## src/rtl/amo_sequencer.sv

```systemverilog
// RV32A atomic sequencer: runs LR/SC/AMO read-modify-write on the data bus and owns the reservation.
// Latency: LR 2, AMO 3, SC-hit 2, SC-miss/fault 1 cycles + bus waits; req_ready low while busy, bus stalls via mem_busy.
module amo_sequencer #(
    parameter int ADDR_W = 32,
    parameter int DATA_W = 32
) (
    input  logic              CLK,
    input  logic              RST,
    input  logic              req_valid,
    output logic              req_ready,
    input  logic [3:0]        req_op,
    input  logic [ADDR_W-1:0] req_addr,
    input  logic [DATA_W-1:0] req_data,
    output logic              busy,
    output logic              done,
    output logic              fault,
    output logic [DATA_W-1:0] rd_data,
    output logic              mem_ren,
    output logic              mem_wen,
    output logic [ADDR_W-1:0] mem_addr,
    output logic [DATA_W-1:0] mem_wdata,
    input  logic [DATA_W-1:0] mem_rdata,
    input  logic              mem_busy,
    input  logic              snoop_wen,
    input  logic [ADDR_W-1:0] snoop_addr,
    output logic              resv_valid
);
    localparam int WA = ADDR_W - 2;

    localparam logic [3:0] OP_LR   = 4'd0;
    localparam logic [3:0] OP_SC   = 4'd1;
    localparam logic [3:0] OP_SWAP = 4'd2;
    localparam logic [3:0] OP_ADD  = 4'd3;
    localparam logic [3:0] OP_XOR  = 4'd4;
    localparam logic [3:0] OP_AND  = 4'd5;
    localparam logic [3:0] OP_OR   = 4'd6;
    localparam logic [3:0] OP_MIN  = 4'd7;
    localparam logic [3:0] OP_MAX  = 4'd8;
    localparam logic [3:0] OP_MINU = 4'd9;
    localparam logic [3:0] OP_MAXU = 4'd10;

    typedef enum logic [1:0] {IDLE, READ, WRITE, DONE} state_t;

    state_t            state, state_nxt;
    logic [3:0]        op_q;
    logic [WA-1:0]     addr_q;
    logic [DATA_W-1:0] data_q;
    logic [DATA_W-1:0] old_q;
    logic              fault_q;
    logic [WA-1:0]     resv_addr;

    logic              accept;
    logic              req_bad;
    logic              snoop_cur;
    logic              snoop_new;
    logic              sc_hit;
    logic              resv_set;
    logic              resv_clr;
    logic [DATA_W-1:0] amo_new;

    assign req_ready = (state == IDLE);
    assign busy      = (state != IDLE);
    assign done      = (state == DONE);
    assign fault     = fault_q && (state == DONE);
    assign mem_ren   = (state == READ);
    assign mem_wen   = (state == WRITE);

    assign accept    = req_valid && (state == IDLE);
    assign req_bad   = (req_addr[1:0] != 2'b00) || (req_op > OP_MAXU);
    assign snoop_cur = snoop_wen && resv_valid && (snoop_addr[ADDR_W-1:2] == resv_addr);
    assign snoop_new = snoop_wen && (snoop_addr[ADDR_W-1:2] == addr_q);
    // A store landing on the reserved word in the accept cycle already kills the SC.
    assign sc_hit    = resv_valid && (resv_addr == req_addr[ADDR_W-1:2]) && !snoop_cur;
    assign resv_set  = (state == READ) && !mem_busy && (op_q == OP_LR);
    assign resv_clr  = (accept && !req_bad && (req_op == OP_SC))
                    || ((state == WRITE) && !mem_busy && (addr_q == resv_addr))
                    || snoop_cur;

    always_comb begin
        amo_new = data_q;
        case (op_q)
            OP_SWAP: amo_new = data_q;
            OP_ADD:  amo_new = mem_rdata + data_q;
            OP_XOR:  amo_new = mem_rdata ^ data_q;
            OP_AND:  amo_new = mem_rdata & data_q;
            OP_OR:   amo_new = mem_rdata | data_q;
            OP_MIN:  amo_new = ($signed(data_q) < $signed(mem_rdata)) ? data_q : mem_rdata;
            OP_MAX:  amo_new = ($signed(data_q) > $signed(mem_rdata)) ? data_q : mem_rdata;
            OP_MINU: amo_new = (data_q < mem_rdata) ? data_q : mem_rdata;
            OP_MAXU: amo_new = (data_q > mem_rdata) ? data_q : mem_rdata;
            default: amo_new = data_q;
        endcase
    end

    always_comb begin
        state_nxt = state;
        case (state)
            IDLE: begin
                if (req_valid) begin
                    if (req_bad)                 state_nxt = DONE;
                    else if (req_op != OP_SC)    state_nxt = READ;
                    else if (sc_hit)             state_nxt = WRITE;
                    else                         state_nxt = DONE;
                end
            end
            READ:    if (!mem_busy) state_nxt = (op_q == OP_LR) ? DONE : WRITE;
            WRITE:   if (!mem_busy) state_nxt = DONE;
            DONE:    state_nxt = IDLE;
            default: state_nxt = IDLE;
        endcase
    end

    always_ff @(posedge CLK) begin
        if (RST) state <= IDLE;
        else     state <= state_nxt;
    end

    always_ff @(posedge CLK) begin
        if (RST) begin
            op_q      <= OP_LR;
            addr_q    <= '0;
            data_q    <= '0;
            old_q     <= '0;
            fault_q   <= 1'b0;
            rd_data   <= '0;
            mem_addr  <= '0;
            mem_wdata <= '0;
        end else begin
            case (state)
                IDLE: begin
                    if (req_valid) begin
                        op_q     <= req_op;
                        addr_q   <= req_addr[ADDR_W-1:2];
                        data_q   <= req_data;
                        mem_addr <= {req_addr[ADDR_W-1:2], 2'b00};
                        fault_q  <= req_bad;
                        if (req_bad)
                            rd_data <= '0;
                        else if (req_op == OP_SC && sc_hit)
                            mem_wdata <= req_data;
                        else if (req_op == OP_SC)
                            rd_data <= DATA_W'(1);
                    end
                end
                READ: begin
                    if (!mem_busy) begin
                        old_q <= mem_rdata;
                        if (op_q == OP_LR) rd_data   <= mem_rdata;
                        else               mem_wdata <= amo_new;
                    end
                end
                WRITE: begin
                    if (!mem_busy) rd_data <= (op_q == OP_SC) ? '0 : old_q;
                end
                default: ;
            endcase
        end
    end

    // Snoop beats a same-cycle LR completion so the fresh reservation never appears.
    always_ff @(posedge CLK) begin
        if (RST) begin
            resv_valid <= 1'b0;
            resv_addr  <= '0;
        end else if (resv_set) begin
            resv_valid <= !snoop_new;
            resv_addr  <= addr_q;
        end else if (resv_clr) begin
            resv_valid <= 1'b0;
        end
    end
endmodule

```

## config.mk

```make
export PLATFORM = sky130hd
export DESIGN_NAME = amo_sequencer
export DESIGN_NICKNAME = d
export VERILOG_FILES = /design/src/rtl/amo_sequencer.sv
export SDC_FILE = /design/constraint.sdc
export NUM_CORES = 1
export LEC_CHECK = 0
export BUFFER_PORTS_ARGS = -buffer_cell sky130_fd_sc_hd__buf_2
export CELL_PAD_IN_SITES_DETAIL_PLACEMENT = 1
export CELL_PAD_IN_SITES_GLOBAL_PLACEMENT = 2
export CORE_UTILIZATION = 32
export DETAILED_ROUTE_END_ITERATION = 10
export PLACE_DENSITY_LB_ADDON = 0.25
export SLEW_MARGIN = 25
export SYNTH_ARGS = -nofsm -noshare
export SYNTH_HDL_FRONTEND = slang
export SYNTH_SLANG_ARGS = --single-unit
```

## constraint.sdc

```tcl
create_clock -name CLK -period 4.65 [get_ports CLK]
set_input_delay 0.2325 -clock CLK [delete_from_list [all_inputs] [get_ports CLK]]
set_output_delay 0.2325 -clock CLK [all_outputs]
set_load 0.1 [all_outputs]
```

Word-level counts from Yosys, hierarchy flattened. Cells that the tools add are included.

Register bits after elaboration: 196. Input bits: 137. Output and inout bits: 103. Word-level logic and storage cells: 110.

Add/subtract/negate cells: 1. Order comparisons: 5. Eq/ne operators: 27. Muxes and demuxes: 30. Bitwise logic cells: 4. Reduce and logical (&&, ||, !) cells: 33.

Operator list (number): two-way mux 32 bit (17); one-hot mux 32 bit (8 select lines) (1); equality test 30 bit (4); one-hot mux 32 bit (3 select lines) (1); greater-than comparator 32 bit (2); < comparator 32 bit (2); one-hot mux 32 bit (2 select lines) (1); adder 32 bit (1); AND 32 bit (1); bitwise OR 32 bit (1); bitwise XOR 32 bit (1); equality test 4 x 3 -> 1 bit, second input constant (4); logical AND 1 bit (14); equality test 4 bit, second input constant (3); two-way mux 2 bit (5); != test 2 bit, second input constant (5); equality test 4 x 1 -> 1 bit, second input constant (2); one-hot mux 2 bit (4 select lines) (1); nonzero test 2 bit (4); AND reduction 7 bit (1); AND reduction 6 bit (1); equality test 2 bit, second input constant (2); equality test 4 x 2 -> 1 bit, second input constant (1); greater-than comparator 4 bit, second input constant (1); other kinds (14) (24).

Logic depth before layout (Yosys ltp). Gate-level depths: netlist of the first run.

Depth after elaboration: 9. Depth in mapped cells: 15. Gate-level depth less buffers: 12.

Worst setup path after synthesis of the first run. Ideal clock, no wire load.

Kind: register -> register. From: register state[0]. To: register rd_data[10]. Setup time: 0.070 ns. Data arrival time: 3.466 ns. Required time: 4.580 ns. Setup slack: 1.113 ns. Cell stages (with the launch flop): 11. Path buffers: 2. Period minus slack after synthesis: 3.537 ns. Cells stage by stage: dfxtp_1 -> inv_1 -> ha_1 -> clkbuf_1 -> inv_1 -> o21ai_0 -> o21bai_1 -> a2111oi_2 -> clkbuf_1 -> nand3_1 -> a21oi_1.

Cells in the longest elaborated chain, start to end: 3. Elaborated cells on any way between the ends: 12. Those cells by class: eq/ne: 8; mux: 1; reduce/logical: 3.

RTL lines: start, declared (line 44) `state_t state, state_nxt;`; start signal, assigned (line 115) `else state <= state_nxt;`; zero test 2 bit *; via req_ready (line 10) `output logic req_ready,`; != test 3 bit (no line) (tied with other cells); AND reduction 7 bit (no line); end signal, assigned (line 148) `if (op_q == OP_LR) rd_data <= mem_rdata;`; end signal, assigned (line 153) `if (!mem_busy) rd_data <= (op_q == OP_SC) ? '0 : old_q;`; end, declared (line 17) `output logic [DATA_W-1:0] rd_data,`.

The timed path passes the listed nets; every way through them passes the cells marked *. A chain may end at the register's enable or synchronous reset.

Worst setup path after layout of the first run.
From: input mem_rdata[30]. To: register mem_wdata[15].

Cells in the longest elaborated chain, start to end: 6. Elaborated cells on any way between the ends: 12. Those cells by class: order compare: 4; mux: 8.

RTL lines: start, declared (line 22) `input logic [DATA_W-1:0] mem_rdata,`; greater-than comparator 32 bit (tied with other cells) (line 90) `OP_MAXU: amo_new = (data_q > mem_rdata) ? data_q : mem_rdata;`; two-way mux 32 bit (on tied branches); one-hot mux 32 bit (8 select lines) * (line 81) `case (op_q)`; two-way mux 32 bit * (line 148); two-way mux 32 bit * (line 146) `if (!mem_busy) begin`; one-hot mux 32 bit (2 select lines) * (line 129) `case (state)`; end signal, assigned (line 140) `mem_wdata <= req_data;`; end signal, assigned (line 149) `else mem_wdata <= amo_new;`; end, declared (line 21) `output logic [DATA_W-1:0] mem_wdata,`.

Every way passes the cells marked *; elsewhere a longest branch is shown, timed or not. The select of a mux whose other input is x is not followed.

==> results of run 1 <==
path summary, 6_finish.rpt:
check | cells after the start | endpoint | startpoint | slack, ps
hold / removal | 3 | data_q[18] | req_data[18] | 30
hold reg to reg | 2 | mem_wdata[6] | mem_wdata[6] | 450
setup / recovery | 14 | mem_wdata[15] | mem_rdata[30] | 680
setup reg to reg | 12 | mem_wdata[15] | data_q[30] | 700
metrics by stage:
stage,std cells,hold WS (ps),cell area (um^2),power [mW]
finish,2580,32.2,16400,8.71
global route,2579,29.7,16400,9.16
CTS,2577,0.391,16400,8.80
detailed placement,2450,446,14900,7.10
global placement,2450,436,14900,7.02
floorplan,1772,368,13200,5.68
routing by layer:
layer / GRT usage, % / vias to the layer above / wire length [um]
met5: 0 / - / 0
met4: 9.18 / 0 / 1260
met3: 3.34 / 67 / 1860
met2: 45.7 / 278 / 27100
met1: 33.3 / 6862 / 24900
li1: - / 6642 / -
placed cells by master, fill, tap and decap left out, drive strengths merged, types with 4 or more instances in the layout:
cell,instances
o211ai,16
and2,4
o2111ai,17
a211o,4
nand2,399
o21a,6
nand2b,13
o31a,4
dlygate4sd3,95
o31ai,5
inv,89
a21oi,213
o21bai,11
clkinv,4
o21ai,82
nor2b,14
buf,266
nor3,15
a211oi,18
nand3,47
dfxtp,196
a221oi,38
mux2i,9
xnor2,69
a31oi,5
nor4,28
nand4,23
a21o,19
nor2,67
clkbuf,20
a22oi,21
xor2,69
or3,5
ha,100
area by class of cell:
cell class	count	area [um^2]
Clock inverter	12	134
Antenna cell	3	7.51
Multi-Input combinational cell	1372	8540
Fill cell	5074	24300
Clock buffer	20	467
Timing Repair Buffer	361	2380
Tap cell	532	666
Inverter	84	315
Sequential cell	196	3920
cells by family after synthesis:
| family | share of synthesized area, % |
|---|---|
| and+or+nand+nor | 20.9 |
| other | 0.0284 |
| AOI/OAI and AO/OA | 23.6 |
| xor gates and xnor gates | 9.16 |
| buffers and inverters | 6.11 |
| DFF | 29.7 |
| adders and majority gates | 9.64 |
| muxes | 0.854 |
sequential cells by signal, indices dropped and copies added, names as in the netlist:
signal,flops
old_q,32
state,2
resv_valid,1
resv_addr,30
mem_addr,30
op_q,4
mem_wdata,32
rd_data,32
fault_q,1
data_q,32
repair_timing:
item,CTS,global route
buffers inserted,0,0
gates resized for setup,0,0
hold buffers,95,0
hold endpoints to repair,98,0
worst max-delay path, cell delays in order:
cell and delay [ps]:
dlygate4sd3_1 550, buf_2 150, inv_1 80, ha_1 390, nor4_2 660, a21boi_0 600, nor4_4 100, nand2_2 190
mux2_2 370, buf_4 230, a221o_1 320, a211oi_1 210, o21ai_0 120, and3_1 170
power by group:
group	switching, mW	internal [mW]	leakage, nW
Combinational	3.68	1.17	4.99
Clock	0.804	0.802	0.292
Sequential	0.294	1.96	1.60
Total	4.78	3.94	6.88
==> impl_metrics.toml, run 1 <==
[outcome]
outcome = "completed"

[cts]
clk-insertion-delay-late_ps = 510
clockBufferDepth = 2
cts_tree = "yes"
cts_htree_levels = 4
numCtsBuffers = 17
cts_root_buf = "clkbuf_16"
path_clk_slew_ps = 80
cts_sinks = 196

[pwr]
peakVddDrop_mv = 0.271
power_density_nw_per_um2 = 530
p_leak_nw = 6.88

[global_route]
grt_first_pass_wirelength_mm = 83.7
grt_usage_pct = 26.3
overflow = 0
antenna_found_initial = 2
grt_max_degree = 92
first_global_vias = 14200

[routing]
routed_wl_mm = 55.1
drc_errors = 0
drtPass1Iterations = 5
viasPerCell = 5.37
ant_nets = 0
dr_total_vias = 13800
drt_iter0_markers = 688
wl_per_cell_um = 21.3

[setup_path]
crit_type = "input port to register"
crit_arrival_ps = 4370
critPathLaunchType = "input port"
crit_fanout = 14
worstSetupEndpointType = "register"
cp_data_required_time_ps = 5050

[synthesis]
netlist_top_cells_count = "398 x nand2_1, 213 x a21oi_1, 196 x dfxtp_1"
syn_inst = 1771
yosysMostFrequentCell = "nand2_1"
yosys.area.top_type = "dfxtp_1"
yosysUniqueCellTypes = 77
async_flop_share_pct = 0
ys_seq_elements = 196
synth_top_cells_by_area = "dfxtp_1 30%, nand2_1 11%, ha_1 9.5%"
yosysWarnings = 0
ys_seq_area_share_pct = 29.7
synth_ff_type = "dfxtp_1"
synth_edf_count = 0
yosysTopAreaCellShare_pct = 29.7
synth_area_per_cell_um2 = 7.45
synth_area_um2 = 13200

[finish]
finish.utilization_pct = 40.3
syn2layout_area_growth_pct = 24.6
final_layout_size_suffix_gt1_share_pct = 16.3
layout.nets = 2270

[sta]
rsz0062_at_grt = "no"
fin_skew_ps = 14.1
layout_min_cycle_time_ps = 3970
setup_ws_ps = 676
post-route-period-util_pct = 85.5
finalMaxSlewViolations = 0
timing.slew.headroom_pct = 34.8
worst_slew_pin_slew_ps = 979
tns_ps = 0
max_freq_mhz = 252
finalSetupViolations = 0
hold_viol_final = 0

[place]
gp_congestion = 0.890
hpwl_mm = 38.4
port_buffers = 235
dp_slack_ps = 704

[floorplanning]
die_y_um = 205
io_pins = 240
fp.dieW_um = 205
core_um2 = 40700
initial_core_util_pct = 32.4
rows = 74
dieArea_um2 = 42000

[run]
maxCapViolCount = 0

[hold_path]
min_path_type = "input port to register"
Note: power is estimated with default switching activity, not from simulation.
==> inputs of run 2 (changes only) <==
BUFFER_PORTS_ARGS = -buffer_cell sky130_fd_sc_hd__buf_4   (was -buffer_cell sky130_fd_sc_hd__buf_2)
==> run 2 against run 1 <==
  * Clock skew shrank 2.6 ps
  * Combinational power up 3%
  * Power rose by 0.49%
  * Final cell count is 2.2% lower
  * Critical path type unchanged
==> impl_metrics.toml, run 2 (synthesis gave the netlist of run 1 again) <==
[outcome]
outcome = "completed"

[sta]
hold_viol_final = 0
fin_skew_ps = 11.5
rsz0062_at_grt = "no"
post-route-period-util_pct = 87.0
holdWs_ps = 23.7
finalMaxSlewViolations = 0
finalSetupViolations = 0
layout_min_cycle_time_ps = 4040
worst_slew_pin_slew_ps = 1040
timing.slew.headroom_pct = 30.5
max_freq_mhz = 247
tns_ps = 0

[setup_path]
timing.critical_path.cells = "dlygate4sd3_1 > buf_4 > inv_1 > ha_1 > nor4_1 > nand4_1 > nor3_2 > o21ai_0 > mux2_2 > buf_4 > a221o_1 > a211oi_1 > o21ai_0 > and3_1"
crit_slowest_cell = "nor4_1"
r2r_cells = 12
cp_data_required_time_ps = 5020
worstReg2RegStart = "data_q[27]"
reg2reg_setup_slack_ps = 630
crit_end = "mem_wdata[15]"
crit_start = "mem_rdata[26]"
crit_arrival_ps = 4420
path_depth = 14
critPathTopFamily = "simple AND/OR/NAND/NOR gates"
slowest_delay_ps = 730
crit_type = "input port to register"
worstSetupEndpointType = "register"
reg2reg_to = "mem_wdata[15]"
critPathBufInv = 4
crit_fanout = 14
critPathLaunchType = "input port"

[pwr]
switching_power_mw = 4.74
p_seq_share_pct = 26.0
swShare_pct = 54.2
peakVddDrop_mv = 0.279
p_leak_nw = 6.73
power.internal_mw = 4.01
comb_power_share_pct = 56.9
power_density_nw_per_um2 = 533
clockPowerShare_pct = 17.1

[cts]
cts_htree_levels = 4
path_clk_slew_ps = 80
cts_root_buf = "clkbuf_16"
clk-insertion-delay-late_ps = 480
postCtsSetupBuffers = 0
cts_sinks = 196
numCtsBuffers = 17
cts_tree = "yes"
clockBufferDepth = 2

[floorplanning]
dieArea_um2 = 42000
rows = 74
initial_core_util_pct = 32.4
io_pins = 240
fp.dieW_um = 205
die_y_um = 205
core_um2 = 40700

[global_route]
grt_usage_pct = 26.1
first_global_vias = 14100
antenna_found_initial = 3
overflow = 0
grt_max_degree = 80
grt_first_pass_wirelength_mm = 83.6

[finish]
final_layout_size_suffix_gt1_share_pct = 16.7
finalInstanceArea_um2 = 16400
layout.nets = 2212
nFillCells = 4969
layout_commonest_cell = "nand2_1"
syn2layout_area_growth_pct = 24.5
final_cells = 2522
final_cell_mix = "397 x nand2_1, 262 x buf_4, 213 x a21oi_1, 196 x dfxtp_1, 98 x ha_1"

[routing]
ant_nets = 0
wl_per_cell_um = 21.7
routed_wl_mm = 54.8
drc_errors = 0
viasPerCell = 5.47
dr_total_vias = 13800
drtPass1Iterations = 5
drt_iter0_markers = 778

[hold_path]
min_path_type = "input port to register"

[place]
place_area_um2 = 15500
hpwl_mm = 38.8
gp_congestion = 0.920
dp_cells = 2449
port_buffers = 235

[run]
maxCapViolCount = 0
-- run 2: cell count changes in the layout (fill, tap and decap cells not counted), sizes merged --
cell         previous run  this run
clkbuf                 20        21
clkinvlp                2         4
bufinv                  1         0
buf                   266       265
dlygate4sd3            95        38
inv                    89        87
-- run 2: repair_timing --
action	4_1_cts	5_1_grt
endpoints found under the hold margin	38	0
resized for setup	0	0
hold buffers	38	0
-- run 2: cell type report --
class                      instances  area [um^2]  share of cell area (%)
tap                              532          666                    4.05
inverter                          84          315                    1.92
timing repair buffer             303         2400                    14.6
sequential                       196         3920                    23.9
clock buffer                      21          470                    2.87
antenna                            3         7.51                  0.0457
multi-input combinational       1372         8550                    52.1
clock inverter                    11         91.3                   0.556
-- run 2: power by group through the flow --
stage | clock network [mW] | logic, mW | registers, mW
finish | 1.50 | 4.99 | 2.27
detailed placement | 0 | 4.98 | 2.31
global route | 1.59 | 5.31 | 2.31
global placement | 0 | 4.90 | 2.30
floorplan | 0 | 2.20 | 3.48
CTS | 1.55 | 5.02 | 2.27
-- run 2: layer usage --
metal	part of all wire, %	global-route usage [%]	vias up
li1	-	-	6521
met1	45	33.1	6946
met2	50	45.8	278
met3	3.1	2.93	57
met4	2.0	8.17	0
met5	0	0	-
-- run 2: metrics by stage --
step | setup slack (ps) | total power, mW | utilization [%]
after global placement | 822 | 7.20 | 38.0
after detailed placement | 712 | 7.29 | 38.0
after global routing | 484 | 9.22 | 40.3
after CTS | 685 | 8.84 | 40.3
final | 605 | 8.75 | 40.3
after floorplan | 1110 | 5.68 | -
-- run 2: worst min path at each step --
stage | startpoint | endpoint | slack [ps] | cells past startpoint
after floorplan | mem_rdata[0] | old_q[0] | 370 | 2
after global placement | mem_wdata[1] | mem_wdata[1] | 440 | 2
after detailed placement | mem_wdata[0] | mem_wdata[0] | 440 | 2
after CTS | mem_rdata[5] | old_q[5] | 0.7 | 3
after global routing | req_addr[21] | mem_addr[21] | 20 | 3
final | req_addr[7] | mem_addr[7] | 20 | 3
-- run 2: worst reg2reg max path: stages, from the launching register on --
cell      delay (ps)
dfxtp_1          410
inv_1             60
ha_1             360
nor4_1           750
nand4_1          360
nor3_2           460
o21ai_0          160
mux2_2           290
buf_4            230
a221o_1          320
a211oi_1         210
o21ai_0          100
and3_1           170
==> inputs of run 3 (changes only) <==
BUFFER_PORTS_ARGS = unset   (was -buffer_cell sky130_fd_sc_hd__buf_4)
CORE_UTILIZATION = 37   (was 32)
DONT_BUFFER_PORTS = 1   (was unset)
==> run 3 against run 2 <==
  * Clock skew is 3.9 ps higher
  * Register-to-register slack improved by 20 ps
  * Count of clock-buffer cells in the layout down 2
  * Sequential power is 52% higher
  * First-iteration DRC count decreased by 4.4%
  * Final cell count is 9.3% lower
  * Clock power grew 10%
  * Via count shrank 4.3%
  * Final area is 6.3% lower
  * Critical endpoint is now mem_wdata[10]
==> impl_metrics.toml, run 3 (synthesis gave the netlist of run 1 again) <==
[run]
maxCapViolCount = 0

[finish]
finish.utilization_pct = 44.2
final_cells = 2287
syn2layout_area_growth_pct = 16.7
layout_commonest_cell = "nand2_1"
final_layout_size_suffix_gt1_share_pct = 7.26
final_cell_mix = "397 x nand2_1, 213 x a21oi_1, 178 x dfxtp_1, 99 x ha_1, 98 x dlygate4sd3_1"
layout.nets = 2056

[floorplanning]
initial_core_util_pct = 37.9
die_y_um = 191
io_pins = 240
core_um2 = 34800
dieArea_um2 = 36400
fp.dieW_um = 191
rows = 68

[cts]
cts_htree_levels = 4
numCtsBuffers = 17
cts_root_buf = "clkbuf_16"
path_clk_slew_ps = 90
cts_tree = "yes"
postCtsSetupBuffers = 0
clockBufferDepth = 2
clk-insertion-delay-late_ps = 470
cts_resized = 0
cts_sinks = 196

[global_route]
antenna_found_initial = 1
first_global_vias = 13700
grt_usage_pct = 29.3
grt_first_pass_wirelength_mm = 81.6
overflow = 0
grt_max_degree = 188

[routing]
drt_iter0_markers = 744
wl_per_cell_um = 23.5
dr_total_vias = 13200
routed_wl_mm = 53.7
ant_nets = 0
viasPerCell = 5.78
drtPass1Iterations = 7
drc_errors = 0

[pwr]
power_density_nw_per_um2 = 558
fin_total_pwr_mw = 8.58
p_leak_nw = 5.95
peakVddDrop_mv = 0.303

[sta]
fin_skew_ps = 15.4
finalMaxSlewViolations = 0
finalSetupViolations = 0
hold_viol_final = 0
worst_slew_pin_slew_ps = 1100
layout_min_cycle_time_ps = 4000
post-route-period-util_pct = 86.0
timing.slew.headroom_pct = 26.3
rsz0062_at_grt = "no"
tns_ps = 0
max_freq_mhz = 250

[setup_path]
crit_fanout = 13
worstReg2RegStart = "data_q[27]"
reg2reg_to = "mem_wdata[10]"
crit_arrival_ps = 4310
reg2reg_setup_slack_ps = 650
r2r_cells = 12
worstSetupEndpointType = "register"
critPathLaunchType = "register"
crit_type = "register to register"
cp_data_required_time_ps = 4960

[place]
dp_cells = 2155
port_buffers = 0
gp_congestion = 0.895
hpwl_mm = 36.4

[hold_path]
hold-path-endpoint = "mem_wdata[11]"
min_path_cells = 2
min_path_type = "input port to register"
min_from = "req_data[11]"

[outcome]
outcome = "completed"
[run 3: cell type report]
type,count,area (um^2)
Clock buffer,19,453
Clock inverter,13,183
Antenna cell,1,2.50
Tap cell,455,569
Timing Repair Buffer,147,1380
Fill cell,4281,19400
Sequential cell,196,3950
Multi-Input combinational cell,1372,8540
Inverter,84,315
[run 3: worst max path at each step]
stage          startpoint  cells past startpoint            end
6_report       data_q[27]                     12  mem_wdata[10]
5_1_grt        data_q[15]                     14  mem_wdata[14]
4_1_cts        data_q[15]                     14  mem_wdata[14]
3_5_place_dp   data_q[27]                     12  mem_wdata[15]
3_3_place_gp   data_q[15]                     14  mem_wdata[14]
2_1_floorplan    state[0]                     10    rd_data[10]
[run 3: timing repair]
action,4_1_cts,5_1_grt
setup endpoints to repair,0,0
endpoints found under the hold margin,191,0
hold buffers,99,0
[run 3: critical path, cell delays in order (launching register included)]
cell      delay [ps]
dfxtp_1          420
inv_1             80
ha_1             370
nor4_1           670
nand4_1          360
nor3_2           510
o21ai_0          160
mux2_2           290
nand2b_1         170
buf_4            260
a221oi_1         270
a311o_1          220
a21oi_1           60
[run 3: report_power, final]
part / internal, mW / switching [mW] / total, mW
clock: 0.852 / 0.802 / 1.65
sequential: 1.97 / 1.48 / 3.45
combinational: 1.08 / 2.40 / 3.48
total: 3.89 / 4.69 / 8.58
[run 3: metrics by stage]
step                worst slack (ps)  area [um^2]  hold slack, ps
floorplan                       1110        13200             368
global placement                 849        13700             326
detailed placement               744        13700             326
CTS                              728        15400            3.82
global route                     433        15400            24.8
finish                           652        15400            13.7
[run 3: per-layer routing]
| layer | up-vias | global-route usage [%] | share of wire [%] |
|---|---|---|---|
| met4 | 0 | 9.51 | 2.6 |
| met2 | 356 | 50.4 | 49 |
| li1 | 6220 | - | - |
| met5 | - | 0 | 0 |
| met3 | 79 | 6.15 | 6.0 |
| met1 | 6556 | 36.2 | 43 |
